[config.mk]
export PLATFORM = sky130hd
export DESIGN_NAME = id_operand_stage_flat
export DESIGN_NICKNAME = d
export VERILOG_FILES = /design/src/rtl/id_operand_stage_if.sv /design/src/rtl/id_operand_stage.sv /design/src/flat_wrapper.sv
export SDC_FILE = /design/constraint.sdc
export NUM_CORES = 1
export LEC_CHECK = 0
export CAP_MARGIN = 20
export CORE_MARGIN = 3
export CORE_UTILIZATION = 36
export DETAILED_ROUTE_END_ITERATION = 16
export PLACE_DENSITY_LB_ADDON = 0.2
export SLEW_MARGIN = 10
export SYNTH_ARGS = -nofsm -noshare
export SYNTH_HDL_FRONTEND = slang
export SYNTH_SLANG_ARGS = --single-unit
export TNS_END_PERCENT = 50
[constraint.sdc]
create_clock -name clk -period 3.2 [get_ports clk]
set_clock_uncertainty 0.2 [all_clocks]
set_input_delay 0.32 -clock clk [delete_from_list [all_inputs] [get_ports clk]]
set_output_delay 0.32 -clock clk [all_outputs]
set_load 0.01 [all_outputs]
[src/rtl/id_operand_stage_if.sv]
// id_operand_stage_if: fetch, register-file, forwarding and EX-side signals of the decode stage.
// The master side is the surrounding pipeline; the decode stage connects as slave.
interface id_operand_stage_if #(
    parameter int DATA_WIDTH = 32,
    parameter int ADDR_WIDTH = 6
);
    logic                  fs_valid;
    logic [DATA_WIDTH-1:0] fs_inst;
    logic [DATA_WIDTH-1:0] fs_pc;
    logic                  ds_allowin;
    logic                  flush;
    logic [ADDR_WIDTH-1:0] raddr1;
    logic [ADDR_WIDTH-1:0] raddr2;
    logic [DATA_WIDTH-1:0] rdata1;
    logic [DATA_WIDTH-1:0] rdata2;
    logic                  es_fwd_wen;
    logic                  es_fwd_load;
    logic [ADDR_WIDTH-1:0] es_fwd_waddr;
    logic [DATA_WIDTH-1:0] es_fwd_wdata;
    logic                  ms_fwd_wen;
    logic [ADDR_WIDTH-1:0] ms_fwd_waddr;
    logic [DATA_WIDTH-1:0] ms_fwd_wdata;
    logic                  ws_fwd_wen;
    logic [ADDR_WIDTH-1:0] ws_fwd_waddr;
    logic [DATA_WIDTH-1:0] ws_fwd_wdata;
    logic                  es_allowin;
    logic                  ds_to_es_valid;
    logic [DATA_WIDTH-1:0] ds_to_es_pc;
    logic [DATA_WIDTH-1:0] ds_to_es_inst;
    logic [DATA_WIDTH-1:0] ds_to_es_src1;
    logic [DATA_WIDTH-1:0] ds_to_es_src2;

    modport master (
        output fs_valid, fs_inst, fs_pc, flush, rdata1, rdata2,
               es_fwd_wen, es_fwd_load, es_fwd_waddr, es_fwd_wdata,
               ms_fwd_wen, ms_fwd_waddr, ms_fwd_wdata,
               ws_fwd_wen, ws_fwd_waddr, ws_fwd_wdata, es_allowin,
        input  ds_allowin, raddr1, raddr2,
               ds_to_es_valid, ds_to_es_pc, ds_to_es_inst, ds_to_es_src1, ds_to_es_src2
    );

    modport slave (
        input  fs_valid, fs_inst, fs_pc, flush, rdata1, rdata2,
               es_fwd_wen, es_fwd_load, es_fwd_waddr, es_fwd_wdata,
               ms_fwd_wen, ms_fwd_waddr, ms_fwd_wdata,
               ws_fwd_wen, ws_fwd_waddr, ws_fwd_wdata, es_allowin,
        output ds_allowin, raddr1, raddr2,
               ds_to_es_valid, ds_to_es_pc, ds_to_es_inst, ds_to_es_src1, ds_to_es_src2
    );
endinterface

[src/rtl/id_operand_stage.sv]
// id_operand_stage: IF/ID register, operand fetch with EX/MEM/WB forwarding,
// load-use stall and ID/EX register under a valid/allowin handshake.
module id_operand_stage #(
    parameter int DATA_WIDTH = 32,
    parameter int ADDR_WIDTH = 6
) (
    input logic clk,
    input logic rstn,
    id_operand_stage_if.slave bus
);
    logic                  ds_valid;
    logic [DATA_WIDTH-1:0] ds_pc;
    logic [DATA_WIDTH-1:0] ds_inst;
    logic                  es_valid;
    logic [DATA_WIDTH-1:0] es_pc;
    logic [DATA_WIDTH-1:0] es_inst;
    logic [DATA_WIDTH-1:0] es_src1;
    logic [DATA_WIDTH-1:0] es_src2;
    logic [ADDR_WIDTH-1:0] addr [2];
    logic [DATA_WIDTH-1:0] rf   [2];
    logic [DATA_WIDTH-1:0] src  [2];
    logic                  haz  [2];
    logic                  stall;
    logic                  ds_ready_go;
    logic                  id_ex_allowin;
    logic                  ds_allowin;
    logic                  to_es_go;

    assign addr[0] = ADDR_WIDTH'(ds_inst[25:21]);
    assign addr[1] = ADDR_WIDTH'(ds_inst[20:16]);
    assign rf[0]   = bus.rdata1;
    assign rf[1]   = bus.rdata2;

    // Youngest producer wins; an EX load cannot supply data yet, so it raises a hazard instead.
    for (genvar i = 0; i < 2; i++) begin : g_src
        assign {haz[i], src[i]} =
            (addr[i] == '0)                                     ? '0 :
            (bus.es_fwd_wen && bus.es_fwd_waddr == addr[i])     ? {bus.es_fwd_load, bus.es_fwd_wdata} :
            (bus.ms_fwd_wen && bus.ms_fwd_waddr == addr[i])     ? {1'b0, bus.ms_fwd_wdata} :
            (bus.ws_fwd_wen && bus.ws_fwd_waddr == addr[i])     ? {1'b0, bus.ws_fwd_wdata} :
                                                                  {1'b0, rf[i]};
    end

    assign stall         = ds_valid && (haz[0] || haz[1]);
    assign ds_ready_go   = !stall;
    assign id_ex_allowin = !es_valid || bus.es_allowin;
    assign ds_allowin    = !ds_valid || (ds_ready_go && id_ex_allowin);
    assign to_es_go      = ds_valid && ds_ready_go;

    always_ff @(posedge clk) begin
        if (!rstn) begin
            ds_valid <= 1'b0;
            ds_pc    <= '0;
            ds_inst  <= '0;
        end else if (bus.flush) begin
            ds_valid <= 1'b0;
        end else if (ds_allowin) begin
            ds_valid <= bus.fs_valid;
            if (bus.fs_valid) begin
                ds_pc   <= bus.fs_pc;
                ds_inst <= bus.fs_inst;
            end
        end
    end

    // A stalled instruction leaves a bubble here while IF/ID keeps holding it.
    always_ff @(posedge clk) begin
        if (!rstn) begin
            es_valid <= 1'b0;
            es_pc    <= '0;
            es_inst  <= '0;
            es_src1  <= '0;
            es_src2  <= '0;
        end else if (bus.flush) begin
            es_valid <= 1'b0;
        end else if (id_ex_allowin) begin
            es_valid <= to_es_go;
            if (to_es_go) begin
                es_pc   <= ds_pc;
                es_inst <= ds_inst;
                es_src1 <= src[0];
                es_src2 <= src[1];
            end
        end
    end

    assign bus.ds_allowin     = ds_allowin;
    assign bus.raddr1         = addr[0];
    assign bus.raddr2         = addr[1];
    assign bus.ds_to_es_valid = es_valid;
    assign bus.ds_to_es_pc    = es_pc;
    assign bus.ds_to_es_inst  = es_inst;
    assign bus.ds_to_es_src1  = es_src1;
    assign bus.ds_to_es_src2  = es_src2;
endmodule

[src/flat_wrapper.sv]
// flat-port wrapper written by rule: the top's interface ports become plain ports
module id_operand_stage_flat 
#(
    parameter int DATA_WIDTH = 32,
    parameter int ADDR_WIDTH = 6
)
  (clk, rstn, bus_fs_valid, bus_fs_inst, bus_fs_pc, bus_flush, bus_rdata1, bus_rdata2, bus_es_fwd_wen, bus_es_fwd_load, bus_es_fwd_waddr, bus_es_fwd_wdata, bus_ms_fwd_wen, bus_ms_fwd_waddr, bus_ms_fwd_wdata, bus_ws_fwd_wen, bus_ws_fwd_waddr, bus_ws_fwd_wdata, bus_es_allowin, bus_ds_allowin, bus_raddr1, bus_raddr2, bus_ds_to_es_valid, bus_ds_to_es_pc, bus_ds_to_es_inst, bus_ds_to_es_src1, bus_ds_to_es_src2);
  id_operand_stage_if #(.DATA_WIDTH(DATA_WIDTH), .ADDR_WIDTH(ADDR_WIDTH)) bus_i ();
  input logic clk;
  input logic rstn;
  input wire logic [$bits(bus_i.fs_valid)-1:0] bus_fs_valid;
  input wire logic [$bits(bus_i.fs_inst)-1:0] bus_fs_inst;
  input wire logic [$bits(bus_i.fs_pc)-1:0] bus_fs_pc;
  input wire logic [$bits(bus_i.flush)-1:0] bus_flush;
  input wire logic [$bits(bus_i.rdata1)-1:0] bus_rdata1;
  input wire logic [$bits(bus_i.rdata2)-1:0] bus_rdata2;
  input wire logic [$bits(bus_i.es_fwd_wen)-1:0] bus_es_fwd_wen;
  input wire logic [$bits(bus_i.es_fwd_load)-1:0] bus_es_fwd_load;
  input wire logic [$bits(bus_i.es_fwd_waddr)-1:0] bus_es_fwd_waddr;
  input wire logic [$bits(bus_i.es_fwd_wdata)-1:0] bus_es_fwd_wdata;
  input wire logic [$bits(bus_i.ms_fwd_wen)-1:0] bus_ms_fwd_wen;
  input wire logic [$bits(bus_i.ms_fwd_waddr)-1:0] bus_ms_fwd_waddr;
  input wire logic [$bits(bus_i.ms_fwd_wdata)-1:0] bus_ms_fwd_wdata;
  input wire logic [$bits(bus_i.ws_fwd_wen)-1:0] bus_ws_fwd_wen;
  input wire logic [$bits(bus_i.ws_fwd_waddr)-1:0] bus_ws_fwd_waddr;
  input wire logic [$bits(bus_i.ws_fwd_wdata)-1:0] bus_ws_fwd_wdata;
  input wire logic [$bits(bus_i.es_allowin)-1:0] bus_es_allowin;
  output wire logic [$bits(bus_i.ds_allowin)-1:0] bus_ds_allowin;
  output wire logic [$bits(bus_i.raddr1)-1:0] bus_raddr1;
  output wire logic [$bits(bus_i.raddr2)-1:0] bus_raddr2;
  output wire logic [$bits(bus_i.ds_to_es_valid)-1:0] bus_ds_to_es_valid;
  output wire logic [$bits(bus_i.ds_to_es_pc)-1:0] bus_ds_to_es_pc;
  output wire logic [$bits(bus_i.ds_to_es_inst)-1:0] bus_ds_to_es_inst;
  output wire logic [$bits(bus_i.ds_to_es_src1)-1:0] bus_ds_to_es_src1;
  output wire logic [$bits(bus_i.ds_to_es_src2)-1:0] bus_ds_to_es_src2;
  assign bus_i.fs_valid = bus_fs_valid;
  assign bus_i.fs_inst = bus_fs_inst;
  assign bus_i.fs_pc = bus_fs_pc;
  assign bus_i.flush = bus_flush;
  assign bus_i.rdata1 = bus_rdata1;
  assign bus_i.rdata2 = bus_rdata2;
  assign bus_i.es_fwd_wen = bus_es_fwd_wen;
  assign bus_i.es_fwd_load = bus_es_fwd_load;
  assign bus_i.es_fwd_waddr = bus_es_fwd_waddr;
  assign bus_i.es_fwd_wdata = bus_es_fwd_wdata;
  assign bus_i.ms_fwd_wen = bus_ms_fwd_wen;
  assign bus_i.ms_fwd_waddr = bus_ms_fwd_waddr;
  assign bus_i.ms_fwd_wdata = bus_ms_fwd_wdata;
  assign bus_i.ws_fwd_wen = bus_ws_fwd_wen;
  assign bus_i.ws_fwd_waddr = bus_ws_fwd_waddr;
  assign bus_i.ws_fwd_wdata = bus_ws_fwd_wdata;
  assign bus_i.es_allowin = bus_es_allowin;
  assign bus_ds_allowin = bus_i.ds_allowin;
  assign bus_raddr1 = bus_i.raddr1;
  assign bus_raddr2 = bus_i.raddr2;
  assign bus_ds_to_es_valid = bus_i.ds_to_es_valid;
  assign bus_ds_to_es_pc = bus_i.ds_to_es_pc;
  assign bus_ds_to_es_inst = bus_i.ds_to_es_inst;
  assign bus_ds_to_es_src1 = bus_i.ds_to_es_src1;
  assign bus_ds_to_es_src2 = bus_i.ds_to_es_src2;
  id_operand_stage #(.DATA_WIDTH(DATA_WIDTH), .ADDR_WIDTH(ADDR_WIDTH)) u_core (.clk(clk), .rstn(rstn), .bus(bus_i));
endmodule
# After elaboration in Yosys (flattened, before gate mapping)
# Cells that the tools add are included.
# totals
register_bits	194
out_inout_bits	142
wordCells	44
# classes
bitwise	2
n_reduce_logical	20
muxes	8
n_eq_ne	6
# ops
cell	n
$mux 33	6
$mux 32	2
$eq 6x5->1	6
$logic_not 6->1	2
$logic_and 1x1->1	9
$reduce_and 3->1	2
$logic_not 1->1	3
$logic_or 1x1->1	3
$not 1->1	2
$reduce_or 2->1	1

# Depth between registers and ports, before layout
# logic_depth
ltp_word	12
depth_mapped	9
depth_no_buf	6

# Least setup slack after synthesis
# No wires, ideal clock.
# synth_timing
kind	register -> register
start	register u_core.ds_inst[23]
end	register u_core.es_src1[15] (netlist: u_core.bus.ds_to_es_src1[15])
slack_ps	948
arrival_time_ps	1922
synth_period_minus_slack_ps	2252
path_buffers	3
stages_incl_launch_ff	9
cell_sequence	dfxtp_1 -> clkbuf_1 -> xor2_1 -> or4b_1 -> buf_2 -> buf_6 -> a221oi_2 -> a2bb2oi_2 -> o22ai_1
# synth_between
elab_chain_cells	9
word_cells_on_any_way	16
classes_between	3 x eq/ne; 4 x mux; 9 x reduce/logical
# synth_rtl
element	line	rtl
start: declaration	id_operand_stage.sv:13	logic [DATA_WIDTH-1:0] ds_inst;
start signal: assignment	id_operand_stage.sv:61	ds_inst <= bus.fs_inst;
$eq 6x5->1	id_operand_stage.sv:38	(bus.es_fwd_wen && bus.es_fwd_waddr == addr[i]) ? {bus.es_fwd_load, bus.es_fwd_wdata} :
$logic_and 1x1->1	id_operand_stage.sv:38	
$mux 33	id_operand_stage.sv:38	
$mux 33 (*)	id_operand_stage.sv:37	(addr[i] == '0) ? '0 :
$logic_or 1x1->1	id_operand_stage.sv:44	assign stall = ds_valid && (haz[0] || haz[1]);
$logic_and 1x1->1	id_operand_stage.sv:44	
$logic_not 1->1	id_operand_stage.sv:45	assign ds_ready_go = !stall;
$logic_and 1x1->1	id_operand_stage.sv:48	assign to_es_go = ds_valid && ds_ready_go;
$reduce_and 3->1 (no line)	n/a	
end signal: assignment	id_operand_stage.sv:81	es_src1 <= src[0];
end: declaration	id_operand_stage.sv:17	logic [DATA_WIDTH-1:0] es_src1;
# Mark *: on every way between the ends. The rest lies on a longest branch, timed or not.
# A chain may end at the register's enable or synchronous reset.

# Final worst setup path
# layout_timing
start	register u_core.ds_inst[23]
end	output port bus_ds_allowin
# layout_between
elab_chain_cells	9
word_cells_on_any_way	10
classes_between	1 x eq/ne; 2 x mux; 7 x reduce/logical
# layout_rtl
element	line	rtl
$eq 6x5->1	id_operand_stage.sv:38	
$logic_and 1x1->1	id_operand_stage.sv:38	
$mux 33	id_operand_stage.sv:38	
$mux 33 (*)	id_operand_stage.sv:37	
$logic_or 1x1->1 (*)	id_operand_stage.sv:44	
$logic_and 1x1->1 (*)	id_operand_stage.sv:44	
$logic_not 1->1 (*)	id_operand_stage.sv:45	
$logic_and 1x1->1 (*)	id_operand_stage.sv:47	assign ds_allowin = !ds_valid || (ds_ready_go && id_ex_allowin);
$logic_or 1x1->1 (*)	id_operand_stage.sv:47	
end: declaration	flat_wrapper.sv:28	output wire logic [$bits(bus_i.ds_allowin)-1:0] bus_ds_allowin;
# Marked as above.

==> impl_metrics.env <==
export IMPL_finalSetupViolations=0
export IMPL_max_slew_margin_pct=42.9
export IMPL_synth_compound_area_share_pct=36.4
export IMPL_use_met3_pct=7.42
export IMPL_synth_seq_area_share_pct=39.8
export IMPL_total_switching_power_mw=1.61
export IMPL_postSynthAreaPerCell_um2=8.37
export IMPL_power_density_nw_per_um2=391
export IMPL_yosys_warnings=0
export IMPL_hold_path_class="in2reg"
export IMPL_tritoncts_num_buffers=17
export IMPL_internal_power_mw=4.07
export IMPL_floorplan_core_area_um2=26400
export IMPL_met2_usage_pct=42.1
export IMPL_dr_pass1_iters=5
export IMPL_layout_area_overhead_vs_synth_pct=48.8
export IMPL_final_worst_path_period_need_ns=3.07
export IMPL_drv_slew=0
export IMPL_totalNegativeSetupSlack_ns=0
export IMPL_dr_first_iter_drc_count=900
export IMPL_io_pins=393
export IMPL_depth_of_the_cts_h_tree=4
export IMPL_top_usage_layer="met2"
export IMPL_flop_pwr_share_pct=44.1
export IMPL_wirelength_um=41300
export IMPL_crit_path_end_kind="primary output"
export IMPL_power_frac_comb_pct=14.9
export IMPL_initial_core_util_pct=37.1
export IMPL_finalInstanceArea_um2=14500
export IMPL_syn_area_um2=9770
export IMPL_crit_required_ns=2.68
export IMPL_p_total_mw=5.68
export IMPL_syn_instance_count=1167
export IMPL_timing_setup_critical_path_class="reg2out"
export IMPL_post_route_cells_drive_above_1_share_pct=10.5
export IMPL_antenna_violations_before_repair=1
export IMPL_synth_enable_flop_cells=0
export IMPL_clk_tree_root_cell="sky130_fd_sc_hd__clkbuf_16"
export IMPL_timing_critical_path_from_type="flop"
export IMPL_grt_max_degree=74
export IMPL_crit_arrival_ns=2.55
export IMPL_yosysUniqueCellTypes=39
export IMPL_rsz0062_at_grt="false"
export IMPL_via_per_inst=5.86
export IMPL_peakVddDrop_mv=0.278
export IMPL_post_synth_xor_area_fraction_pct=2.69
export IMPL_fp_row_count=59
export IMPL_grt_util_all_layers_pct=26.6
export IMPL_die_h_um=171
export IMPL_post_synth_and_or_nand_nor_area_fraction_pct=13.7
export IMPL_muxShareOfSynthArea_pct=0
export IMPL_met1_usage_pct=34.6
export IMPL_fmaxAchievable_mhz=326
export IMPL_place_port_buffers=390
export IMPL_drt_wirelength_per_cell_um=22.8
export IMPL_timing_hold_violations_final=0
export IMPL_synthAdderAreaFrac_pct=0
export IMPL_routabilityCongestion=0.897
export IMPL_gr_total_overflow=0
export IMPL_swShare_pct=28.4
export IMPL_dieArea_um2=29200
export IMPL_clk_pin_slew_ns=0.09
export IMPL_grt_pass1_wl_um=60900
export IMPL_crit_fanout=7
export IMPL_die_w_um=171
export IMPL_finalCritPeriodShare_pct=95.8
export IMPL_outcome="complete, no violations"
export IMPL_largest_family_of_logic_cells_by_synthesized_area="compound AO/OA/AOI/OAI gates"
export IMPL_drt_antenna_violating_nets=0
export IMPL_ys_seq_elements=194
export IMPL_tritoncts_num_sinks=194
export IMPL_power_static_leakage_nw=4.89
export IMPL_timing_max_cap_violations=0
export IMPL_fin_nets=1715
export IMPL_hpwlAfterDp_um=27900
export IMPL_placement_cell_area_um2=13900
export IMPL_clk_path_buf_depth=2
export IMPL_clk_latency_ns=0.44
export IMPL_via_count=10600
export IMPL_drc_errors=0
export IMPL_asyncSetResetFlopFracSynth_pct=0
export IMPL_clock_power_share_pct=41.0
export IMPL_tightest_slew_ns=0.854
export IMPL_yosys_most_used_dff="sky130_fd_sc_hd__dfxtp_1"
export IMPL_vias_in_the_first_global_route=10100
export IMPL_clock_tree_from_tritoncts="done"
cell families after synthesis:
family,Yosys count
xor+xnor,30
compound gates,521
buf+inv,153
other cells,1
flops,194
simple gates,268
layer usage:
layer,routed length [um],part of all wire (%),vias to the layer above
met3,3830,9.3,87
met4,1580,3.8,0
met5,0,0,-
met1,16800,41,5134
li1,-,-,4908
met2,19100,46,509
placed cells by master, fill, tap and decap left out, types with 3 or more instances in the layout:
| master | synthesis | layout |
|---|---|---|
| sky130_fd_sc_hd__a21oi_1 | 131 | 130 |
| sky130_fd_sc_hd__a221oi_1 | 34 | 34 |
| sky130_fd_sc_hd__a221oi_2 | 30 | 30 |
| sky130_fd_sc_hd__a2bb2oi_1 | 34 | 34 |
| sky130_fd_sc_hd__a2bb2oi_2 | 30 | 30 |
| sky130_fd_sc_hd__and2_1 | 35 | 34 |
| sky130_fd_sc_hd__buf_12 | 0 | 12 |
| sky130_fd_sc_hd__buf_4 | 17 | 26 |
| sky130_fd_sc_hd__clkbuf_16 | 0 | 17 |
| sky130_fd_sc_hd__clkdlybuf4s50_1 | 0 | 389 |
| sky130_fd_sc_hd__clkinv_8 | 0 | 6 |
| sky130_fd_sc_hd__dfxtp_1 | 194 | 190 |
| sky130_fd_sc_hd__dfxtp_2 | 0 | 4 |
| sky130_fd_sc_hd__inv_12 | 0 | 5 |
| sky130_fd_sc_hd__nand2_1 | 71 | 71 |
| sky130_fd_sc_hd__nand2b_1 | 3 | 3 |
| sky130_fd_sc_hd__nand3_1 | 131 | 131 |
| sky130_fd_sc_hd__nand4_1 | 4 | 4 |
| sky130_fd_sc_hd__nor2_1 | 8 | 6 |
| sky130_fd_sc_hd__nor3_1 | 4 | 3 |
| sky130_fd_sc_hd__o21ai_0 | 156 | 156 |
| sky130_fd_sc_hd__o21ai_1 | 37 | 37 |
| sky130_fd_sc_hd__o22ai_1 | 64 | 64 |
| sky130_fd_sc_hd__xnor2_1 | 13 | 13 |
| sky130_fd_sc_hd__xor2_1 | 17 | 17 |
stage by stage:
| stage | hold slack (ns) | cells | setup WS [ns] | utilization [%] |
|---|---|---|---|---|
| after floorplan | 0.240 | 1168 | 0.948 | - |
| after global placement | 0.244 | 1779 | 0.193 | 52.6 |
| after detailed placement | 0.253 | 1779 | 0.159 | 52.6 |
| after CTS | 0.201 | 1811 | 0.0408 | 55.1 |
| after global routing | 0.209 | 1813 | 0.00406 | 55.2 |
| final | 0.206 | 1814 | 0.135 | 55.2 |
worst max-delay path, stage by stage (launching register included):
cell and delay [ns]:
sky130_fd_sc_hd__dfxtp_2 0.40, sky130_fd_sc_hd__xor2_1 0.19, sky130_fd_sc_hd__nor4_2 0.37, sky130_fd_sc_hd__nand3_1 0.19, sky130_fd_sc_hd__a21boi_4 0.26, sky130_fd_sc_hd__o21ai_1 0.13
sky130_fd_sc_hd__clkdlybuf4s50_1 0.57
worst paths after layout:
kind | depth (start not counted) | slack (ns) | from | endpoint
max | 6 | 0.13 | u_core.ds_inst[23]$_SDFFE_PN0P_ | bus_ds_allowin
min | 3 | 0.21 | rstn | u_core.ds_valid$_SDFFE_PP0P_
max reg2reg | 7 | 0.44 | u_core.ds_inst[21]$_SDFFE_PN0P_ | u_core.bus.ds_to_es_src1[19]$_SDFFE_PN0P_
min reg2reg | 2 | 0.26 | u_core.ds_pc[16]$_SDFFE_PN0P_ | u_core.bus.ds_to_es_pc[16]$_SDFFE_PN0P_
cell usage after synthesis (2+ instances only):
library cell                instances  area, um^2
sky130_fd_sc_hd__a2bb2oi_2         30         450
sky130_fd_sc_hd__inv_1              2        7.51
sky130_fd_sc_hd__nand2b_1           3        18.8
sky130_fd_sc_hd__o21ai_1           37         185
sky130_fd_sc_hd__nor3_1             4        20.0
sky130_fd_sc_hd__buf_1             13        48.8
sky130_fd_sc_hd__nand2_1           71         267
sky130_fd_sc_hd__nor2_1             8        30.0
sky130_fd_sc_hd__a221oi_2          30         450
sky130_fd_sc_hd__dfxtp_1          194        3880
sky130_fd_sc_hd__o21ai_0          156         781
sky130_fd_sc_hd__nand3_1          131         656
sky130_fd_sc_hd__buf_2             27         135
sky130_fd_sc_hd__buf_4             17         128
sky130_fd_sc_hd__clkbuf_2           6        30.0
sky130_fd_sc_hd__buf_6              5        56.3
sky130_fd_sc_hd__clkbuf_1          83         312
sky130_fd_sc_hd__nand4_1            4        25.0
sky130_fd_sc_hd__xnor2_1           13         114
sky130_fd_sc_hd__a21o_1             2        15.0
sky130_fd_sc_hd__o22ai_1           64         400
sky130_fd_sc_hd__a221oi_1          34         298
sky130_fd_sc_hd__and2_1            35         219
sky130_fd_sc_hd__xor2_1            17         149
sky130_fd_sc_hd__a2bb2oi_1         34         298
sky130_fd_sc_hd__a21oi_1          131         656
sky130_fd_sc_hd__nor2b_1            3        18.8
sky130_fd_sc_hd__or2_2              2        12.5
power by group through the flow:
stage	logic (mW)	registers, mW	clock network [mW]
2_1_floorplan	0.369	2.55	0
3_3_place_gp	0.836	2.56	0
3_5_place_dp	0.840	2.56	0
4_1_cts	0.845	2.50	2.36
5_1_grt	0.903	2.51	2.46
6_report	0.848	2.50	2.33
flip-flops by register name, summed over array words and instances (netlist names):
signal and cells:
u_core.bus.ds_to_es_pc 32, u_core.ds_pc 32, u_core.bus.ds_to_es_valid 1, u_core.bus.ds_to_es_src2 32, u_core.bus.ds_to_es_inst 32, u_core.bus.ds_to_es_src1 32
u_core.ds_valid 1, u_core.ds_inst 32
final cells by class:
cell class / instances / area (um^2)
multi-input cells: 821 / 5230
well taps: 335 / 419
inverters: 2 / 8.76
clock buffers: 17 / 425
flip-flops and latches: 194 / 3890
diodes: 2 / 5.00
fillers: 2431 / 11800
repair buffers: 428 / 4330
clock inverters: 15 / 228
what timing repair did:
item | in CTS | in global routing
resized for setup | 2 | 2
cloned | 0 | 0
buffers inserted | 0 | 1
pin swaps | 0 | 1
setup endpoints to repair | 1 | 1
hold buffers | 0 | 0
Note: power is estimated with default switching activity, not from simulation.
